[config.mk]
export PLATFORM = sky130hd
export DESIGN_NAME = link_stack
export DESIGN_NICKNAME = d
export VERILOG_FILES = /design/src/rtl/cpu_pkg.sv /design/src/rtl/link_stack_ptr.sv /design/src/rtl/link_stack.sv
export SDC_FILE = /design/constraint.sdc
export NUM_CORES = 1
export LEC_CHECK = 0
export BUFFER_PORTS_ARGS = -buffer_cell sky130_fd_sc_hd__buf_4
export CAP_MARGIN = 10
export CORE_MARGIN = 4
export CORE_UTILIZATION = 45
export DETAILED_ROUTE_END_ITERATION = 6
export SLEW_MARGIN = 0
export SYNTH_ARGS = -nofsm -noshare
export SYNTH_HDL_FRONTEND = slang
export SYNTH_SLANG_ARGS = --single-unit
[constraint.sdc]
create_clock -name clk -period 6.8 [get_ports clk]
set_clock_uncertainty 0.1 [all_clocks]
set_input_delay 0.68 -clock clk [delete_from_list [all_inputs] [get_ports clk]]
set_output_delay 0.68 -clock clk [all_outputs]
set_load 0.02 [all_outputs]
[src/rtl/cpu_pkg.sv]
// Shared CPU-wide widths and types, plus the call/return opcode decode used by
// the link stack.
package cpu_pkg;

  localparam int ADDR_W   = 10;
  localparam int LS_DEPTH = 8;

  typedef logic [ADDR_W-1:0] addr_t;

  typedef enum logic [1:0] {
    LS_HOLD = 2'b00,
    LS_POP  = 2'b01,
    LS_PUSH = 2'b10,
    LS_REPL = 2'b11
  } ls_op_e;

  function automatic ls_op_e ls_decode(input logic call, input logic ret);
    ls_op_e op;
    case ({call, ret})
      2'b10:   op = LS_PUSH;
      2'b01:   op = LS_POP;
      2'b11:   op = LS_REPL;
      default: op = LS_HOLD;
    endcase
    return op;
  endfunction

endpackage

[src/rtl/link_stack_ptr.sv]
// Wrap-around top-of-stack pointer with a saturating occupancy count.
module ls_ptr #(
  parameter int DEPTH = 8
) (
  input  logic                         clk,
  input  logic                         start,
  input  logic                         inc,
  input  logic                         dec,
  input  logic                         replace,
  output logic [$clog2(DEPTH)-1:0]     tp,
  output logic [$clog2(DEPTH+1)-1:0]   count,
  output logic                         full,
  output logic                         empty
);

  localparam int PW = $clog2(DEPTH);
  localparam int CW = $clog2(DEPTH+1);

  logic [PW-1:0] tp_nxt;
  logic [CW-1:0] count_nxt;

  assign full  = (count == CW'(DEPTH));
  assign empty = (count == '0);

  // Replace rewrites the top in place, so it leaves pointer and count alone.
  always_comb begin
    tp_nxt    = tp;
    count_nxt = count;
    if (replace) begin
      tp_nxt    = tp;
      count_nxt = count;
    end else if (inc) begin
      tp_nxt    = tp + PW'(1);
      count_nxt = full ? count : count + CW'(1);
    end else if (dec && !empty) begin
      tp_nxt    = tp - PW'(1);
      count_nxt = count - CW'(1);
    end
  end

  always_ff @(posedge clk or posedge start) begin
    if (start) begin
      tp    <= '0;
      count <= '0;
    end else begin
      tp    <= tp_nxt;
      count <= count_nxt;
    end
  end

endmodule

[src/rtl/link_stack.sv]
// Hardware return-address stack: pushes PC+1 on a call, presents the top entry
// on rl for the PC to load during a return.
module link_stack
  import cpu_pkg::*;
#(
  parameter int DEPTH = LS_DEPTH,
  parameter int AW    = ADDR_W
) (
  input  logic                         clk,
  input  logic                         start,
  input  logic                         jump2sub,
  input  logic                         retFsub,
  input  logic [AW-1:0]                rp,
  output logic [AW-1:0]                rl,
  output logic [$clog2(DEPTH+1)-1:0]   count,
  output logic                         empty,
  output logic                         full,
  output logic                         overflow,
  output logic                         underflow
);

  localparam int PW = $clog2(DEPTH);

  ls_op_e        op;
  logic          inc;
  logic          dec;
  logic          repl;
  logic [PW-1:0] tp;
  logic [AW-1:0] ret_addr;
  logic [AW-1:0] mem [DEPTH];

  assign op       = ls_decode(jump2sub, retFsub);
  assign ret_addr = rp + AW'(1);

  // Call+return on an empty stack has no top to replace, so it acts as a push.
  always_comb begin
    inc  = 1'b0;
    dec  = 1'b0;
    repl = 1'b0;
    case (op)
      LS_PUSH: inc = 1'b1;
      LS_POP:  dec = 1'b1;
      LS_REPL: begin
        if (empty) inc  = 1'b1;
        else       repl = 1'b1;
      end
      default: ;
    endcase
  end

  ls_ptr #(.DEPTH(DEPTH)) u_ptr (
    .clk     (clk),
    .start   (start),
    .inc     (inc),
    .dec     (dec),
    .replace (repl),
    .tp      (tp),
    .count   (count),
    .full    (full),
    .empty   (empty)
  );

  always_ff @(posedge clk) begin
    if (inc)
      mem[tp + PW'(1)] <= ret_addr;
    else if (repl)
      mem[tp] <= ret_addr;
  end

  assign rl = empty ? '0 : mem[tp];

  always_ff @(posedge clk or posedge start) begin
    if (start) begin
      overflow  <= 1'b0;
      underflow <= 1'b0;
    end else begin
      if (op == LS_PUSH && full)
        overflow <= 1'b1;
      if (op == LS_POP && empty)
        underflow <= 1'b1;
    end
  end

endmodule

[Word-level counts from Yosys, hierarchy flattened]
Memories as Yosys holds them, arrays and structs flattened.
Cells that the tools add are included.
Storage, ports and cells
  register bits: 9
  word-level logic and storage cells: 48
  RAM bits: 80
  output and inout bits: 18
  input port bits: 14
  memories kept: 1
Memory list
  mem: depth 8, bits a word 10, read ports 1, clocked after Yosys merged registers in 0, write ports 1, line link_stack.sv:30  | logic [AW-1:0] mem [DEPTH];
Operators by class
  reduce and logical (&&, ||, !) cells: 9
  equal/unequal tests: 8
  add/sub/neg operators: 5
  mux-type cells: 20
  bitwise operators: 1
Operators by type and width (count)
  two-way mux 10 bit: 2
  two-way mux 4 bit: 3
  adder 10 x 1 -> 10 bit (second input constant): 1
  two-way mux 1 bit: 10
  OR reduction 10 bit: 1
  two-way mux 3 bit: 3
  equality test 2 bit (second input constant): 4
  case mux 2 bit (3 select lines): 1
  adder 4 x 1 -> 4 bit (second input constant): 1
  equality test 2 x 1 -> 1 bit (second input constant): 2
  equality test 4 bit (second input constant): 1
  logical NOT 4 bit: 1
  subtractor 4 x 1 -> 4 bit (second input constant): 1
  adder 3 x 1 -> 3 bit (second input constant): 1
  logical AND 1 bit: 3
  AND reduction 3 bit: 1
  subtractor 3 x 1 -> 3 bit (second input constant): 1
  inequality test 2 bit (second input constant): 1
  case mux 1 bit (2 select lines): 1
  AND reduction 2 bit: 1
  nonzero test 2 bit: 1
  logical NOT 1 bit: 1
  NOT 1 bit: 1

[Logic depth before layout (Yosys ltp)]
  word-level depth: 9
  gate-level depth with buffers: 9
  gate-level depth less buffers: 8

[By module]
From an unflattened synthesis, not the netlist that was laid out.
Second synthesis, totals
  cell total of the unflattened synthesis: 252
  area total of the unflattened synthesis: 4065.1 um^2
Modules (own cells, without submodules)
  link_stack: seq. area each 2452.4 um^2, area an instance 3589.7 um^2, cells each 209, instances 1
  ls_ptr: seq. area each 175.2 um^2, area an instance 475.5 um^2, cells each 43, instances 1

[Worst setup path after synthesis]
OpenSTA, ideal clock, no wires.
  path kind: input to register
  start: input port jump2sub
  end: memory mem[2][0] in the netlist's numbering (enable)
  required time: 6.324 ns
  buffers on the path: 1
  library setup time: 0.376 ns
  data arrival time: 2.047 ns
  stages: 5
  slack: 4.277 ns
  cells stage by stage: buf_2 > inv_1 > or2_2 > o32a_1 > nor2_1
Between the ends
  word-level cells in the longest chain between the ends: 9
  elaborated cells on any way between the ends: 16
  classes of those cells: eq/ne: 5; mux: 10; reduce/logical: 1
RTL lines
  start, declared: line link_stack.sv:11  | input logic jump2sub,
  equality test 2 bit / equality test 2 x 1 -> 1 bit (equally long branches): line cpu_pkg.sv:19  | case ({call, ret})
  case mux 2 bit (3 select lines) (*): line cpu_pkg.sv:19
  equality test 2 bit: line link_stack.sv:40  | case (op)
  two-way mux 1 bit: line link_stack.sv:40
  two-way mux 1 bit: line link_stack.sv:66  | else if (repl)
  two-way mux 1 bit: line link_stack.sv:64  | if (inc)
  two-way mux 1 bit (implied by the code): line link_stack.sv:67  | mem[tp] <= ret_addr;
  OR reduction 10 bit (no source line)
  two-way mux 3 bit (no source line) / two-way mux 1 bit (equally long branches)
  end, declared: line link_stack.sv:30
Mark *: on every way between the ends. The rest lies on a longest branch, timed or not.

[Worst setup path in the final report]
  start: register u_ptr.tp[1]
  end: memory mem[6][0] in the netlist's numbering (enable)
Between the ends
  word-level cells in the longest chain between the ends: 2
RTL lines
  start, declared: line link_stack_ptr.sv:10  | output logic [$clog2(DEPTH)-1:0] tp,
  start signal, assigned: line link_stack_ptr.sv:46  | tp <= tp_nxt;
  adder 3 x 1 -> 3 bit: line link_stack.sv:65  | mem[tp + PW'(1)] <= ret_addr;
  two-way mux 3 bit (no source line) (*)
Marks and branches as above.

==> results.py <==
metrics = {
    "layout": {
        "regArea_mm2": 0.002628,
        "final_nets": 275,
        "drive_gt1_share_pct": 28.35,
        "multi_input_area_mm2": 0.001134,
        "num-fill-cells": 685,
        "synthToLayoutAreaGrowth_pct": 14.08,
        "n_antenna_cell": 0,
    },
    "timing": {
        "hold_viol": 0,
        "worst_pin_slew_ns": 1.095,
        "holdWs_ns": 0.1976,
        "slew_viol_final": 0,
        "fin_crit_sh_pct": 47.70,
        "relSlewSlack_pct": 27.01,
        "fin_crit_ns": 3.243,
        "grt_setup_unrepaired": "false",
        "clock.fmax_mhz": 308.3,
        "fin_tns_setup_ns": 0,
        "final-setup-viol-count": 0,
    },
    "run_status": {
        "status": "finished, final reports clean",
    },
    "global_routing": {
        "busiest_layer": "met2",
        "antenna_found_initial": 0,
        "gr-usage-met1_pct": 21.51,
        "gr-usage-met2_pct": 25.48,
        "grt_max_degree": 26,
        "grt.overflow.total": 0,
        "grt_pass1_vias": 2021,
        "grt_pass1_wl_um": 11590,
        "grtUsageMet3_pct": 3.544,
        "grtUsageTotal_pct": 16.05,
    },
    "routing": {
        "ant_nets": 0,
        "drc_errors": 0,
        "first_pass_iters": 4,
        "drt_iter0_markers": 150,
        "vias": 1988,
        "wirelength_um": 7513,
        "viasPerCell": 5.432,
        "post_drt_wl_per_cell_um": 20.53,
    },
    "job": {
        "cap_violations": 0,
    },
    "clock_tree": {
        "insertion_delay_ns": 0.35,
        "clk_pin_slew_ns": 0.09,
        "hold_buffers": 0,
        "cts_made_buffers": 9,
        "cts_tree": "done",
        "cts_setup_buffers": 0,
        "cts_htree_levels": 3,
        "root_buffer": "clkbuf_8",
        "clockBufferDepth": 2,
        "ctsResizeCount": 0,
        "clock_sinks": 89,
    },
    "floorplanning": {
        "coreArea_mm2": 0.008217,
        "rows": 33,
        "die_w_um": 100.1,
        "ioPinCount": 32,
        "initial_utilization_pct": 46.49,
        "die_y_um": 100.1,
        "die_area_mm2": 0.01003,
    },
    "worst_setup_path": {
        "crit_arrival_ns": 3.12,
        "crit_slowest_cell": "dfrtp_1",
        "cp_slowest_stage_delay_ns": 1.07,
        "regToRegStartpoint": "u_ptr.tp[1]$_DFFE_PP0P_",
        "setup.worst_path.class": "reg2reg",
        "cp_max_fo": 25,
        "required_ns": 6.67,
        "rr_endpoint": "mem[6][0]$_DFFE_PP_",
        "rr_worst_depth": 5,
        "cp-end-kind": "flip-flop",
        "cp-start-kind": "flip-flop",
        "cp_cell_sequence": "inv_1 > ha_1 > and3_1 > a31oi_1 > nor2_1",
        "r2r_slack_ns": 3.56,
    },
    "power": {
        "power_density_mw_per_mm2": 456.6,
        "p_leak_nw": 1.544,
        "peakVddDrop_uv": 240.5,
    },
    "placement": {
        "dpl.hpwl_um": 5021,
        "place.gp.congestion": 0.7543,
        "port_buffers": 31,
    },
    "synth": {
        "syn_area_per_cell_um2": 17.21,
        "synthCells": 222,
        "netlist-cell-type-count": 33,
        "syn_area_mm2": 0.003820,
        "ys_seq_area_share_pct": 68.78,
        "ys_seq_elements": 89,
        "syn_nets": 241,
        "yosys_warnings": 0,
    },
    "hold_path": {
        "hold_path.class": "in2async",
    },
}
==> stage by stage <==
| stage | instance area, um^2 | worst slack, ns | util (%) | total power, mW | std cells |
|---|---|---|---|---|---|
| global placement | 4163 | 3.657 | 50.66 | 1.654 | 350 |
| detailed placement | 4163 | 3.568 | 50.66 | 1.663 | 350 |
| finish | 4358 | 3.557 | 53.04 | 1.990 | 366 |
| floorplan | 3820 | 4.277 | - | 1.383 | 222 |
| CTS | 4358 | 3.570 | 53.04 | 2.022 | 366 |
| global route | 4358 | 3.357 | 53.04 | 2.113 | 366 |
==> cell usage after synthesis <==
master / number / area (um^2)
a32oi_1: 1 / 8.760
maj3_1: 1 / 10.01
mux4_2: 20 / 450.4
dfrtp_1: 9 / 225.2
a22o_1: 1 / 8.760
nand2_2: 1 / 6.260
a31o_2: 1 / 8.760
nor3_1: 3 / 15.01
or2_2: 1 / 6.260
or3_1: 1 / 6.260
nor4_1: 1 / 6.260
nand2b_1: 2 / 12.51
nor2_1: 24 / 90.09
o21bai_1: 1 / 7.510
buf_2: 4 / 20.02
ha_1: 5 / 62.56
xor2_1: 6 / 52.55
nand2b_4: 1 / 13.76
o41ai_4: 1 / 27.53
nand3_1: 8 / 40.04
xnor2_1: 9 / 78.83
mux2i_1: 11 / 110.1
and3_1: 2 / 12.51
edfxtp_1: 80 / 2402
a31oi_1: 2 / 12.51
clkbuf_1: 6 / 22.52
nand2_1: 7 / 26.28
mux2_4: 1 / 15.01
and2_1: 1 / 6.260
nor3b_1: 1 / 7.510
a21oi_1: 3 / 15.01
inv_1: 6 / 22.52
o32a_1: 1 / 10.01
==> report_power, final <==
| group | internal [mW] | switching (mW) | total, mW |
|---|---|---|---|
| Clock | 0.169 | 0.186 | 0.355 |
| Combinational | 0.368 | 0.415 | 0.783 |
| Sequential | 0.743 | 0.108 | 0.851 |
==> final cells by class <==
cell class              count  share of cell area (%)
flip-flops and latches     89                   60.29
multi-input cells         117                   26.01
repair buffers             33                   5.685
well taps                 105                   3.015
clock buffers               9                   2.842
clock inverters             7                   1.637
inverters                   6                  0.5168
==> layer usage <==
layer	up-vias	routed length, um
met4	0	147
met5	-	0
met3	13	383
met1	1000	3270
li1	922	-
met2	53	3712
==> cell usage in the layout, fill, tap and decap left out, types with 3 or more instances in the layout <==
cell type / count
nand3_1: 8
clkbuf_8: 9
nor2_1: 24
nor3_1: 3
xnor2_1: 9
clkinv_4: 3
edfxtp_1: 80
mux2i_1: 11
nand2_1: 7
a21oi_1: 3
inv_1: 6
dfrtp_1: 9
ha_1: 5
xor2_1: 6
buf_4: 33
mux4_2: 20
==> flip-flops by register name, indices dropped and copies added, names as in the netlist <==
signal / flops
mem: 80
overflow: 1
u_ptr.count: 4
u_ptr.tp: 3
underflow: 1
==> cell families after synthesis <==
kind of cell	Yosys count	share of synthesized area, %
DFF	89	68.78
xor gates and xnor gates	15	3.439
adders and majority gates	6	1.900
AOI/OAI and AO/OA	11	2.588
muxes	32	15.07
buffers and inverters	16	1.703
and+or+nand+nor	53	6.519
==> worst max-delay path: cells and delay by family (launching register included) <==
family	cells	cell delay [ns]
buf+inv	1	0.21
fa+ha+maj	1	0.44
compound gates	1	0.05
simple gates	2	0.98
flops	1	1.07
==> how the worst max path moves through the flow <==
| stage | start | to | slack (ns) | cells past startpoint |
|---|---|---|---|---|
| after floorplan | jump2sub | mem[2][0]$_DFFE_PP_ | 4.28 | 5 |
| after global placement | u_ptr.tp[1]$_DFFE_PP0P_ | mem[7][5]$_DFFE_PP_ | 3.66 | 5 |
| after CTS | u_ptr.tp[1]$_DFFE_PP0P_ | mem[6][0]$_DFFE_PP_ | 3.57 | 5 |
| after global routing | u_ptr.tp[1]$_DFFE_PP0P_ | mem[5][7]$_DFFE_PP_ | 3.36 | 5 |
| after detailed placement | u_ptr.tp[1]$_DFFE_PP0P_ | mem[5][7]$_DFFE_PP_ | 3.57 | 5 |
| final | u_ptr.tp[1]$_DFFE_PP0P_ | mem[6][0]$_DFFE_PP_ | 3.56 | 5 |
Power figures use the tool's default switching activity.
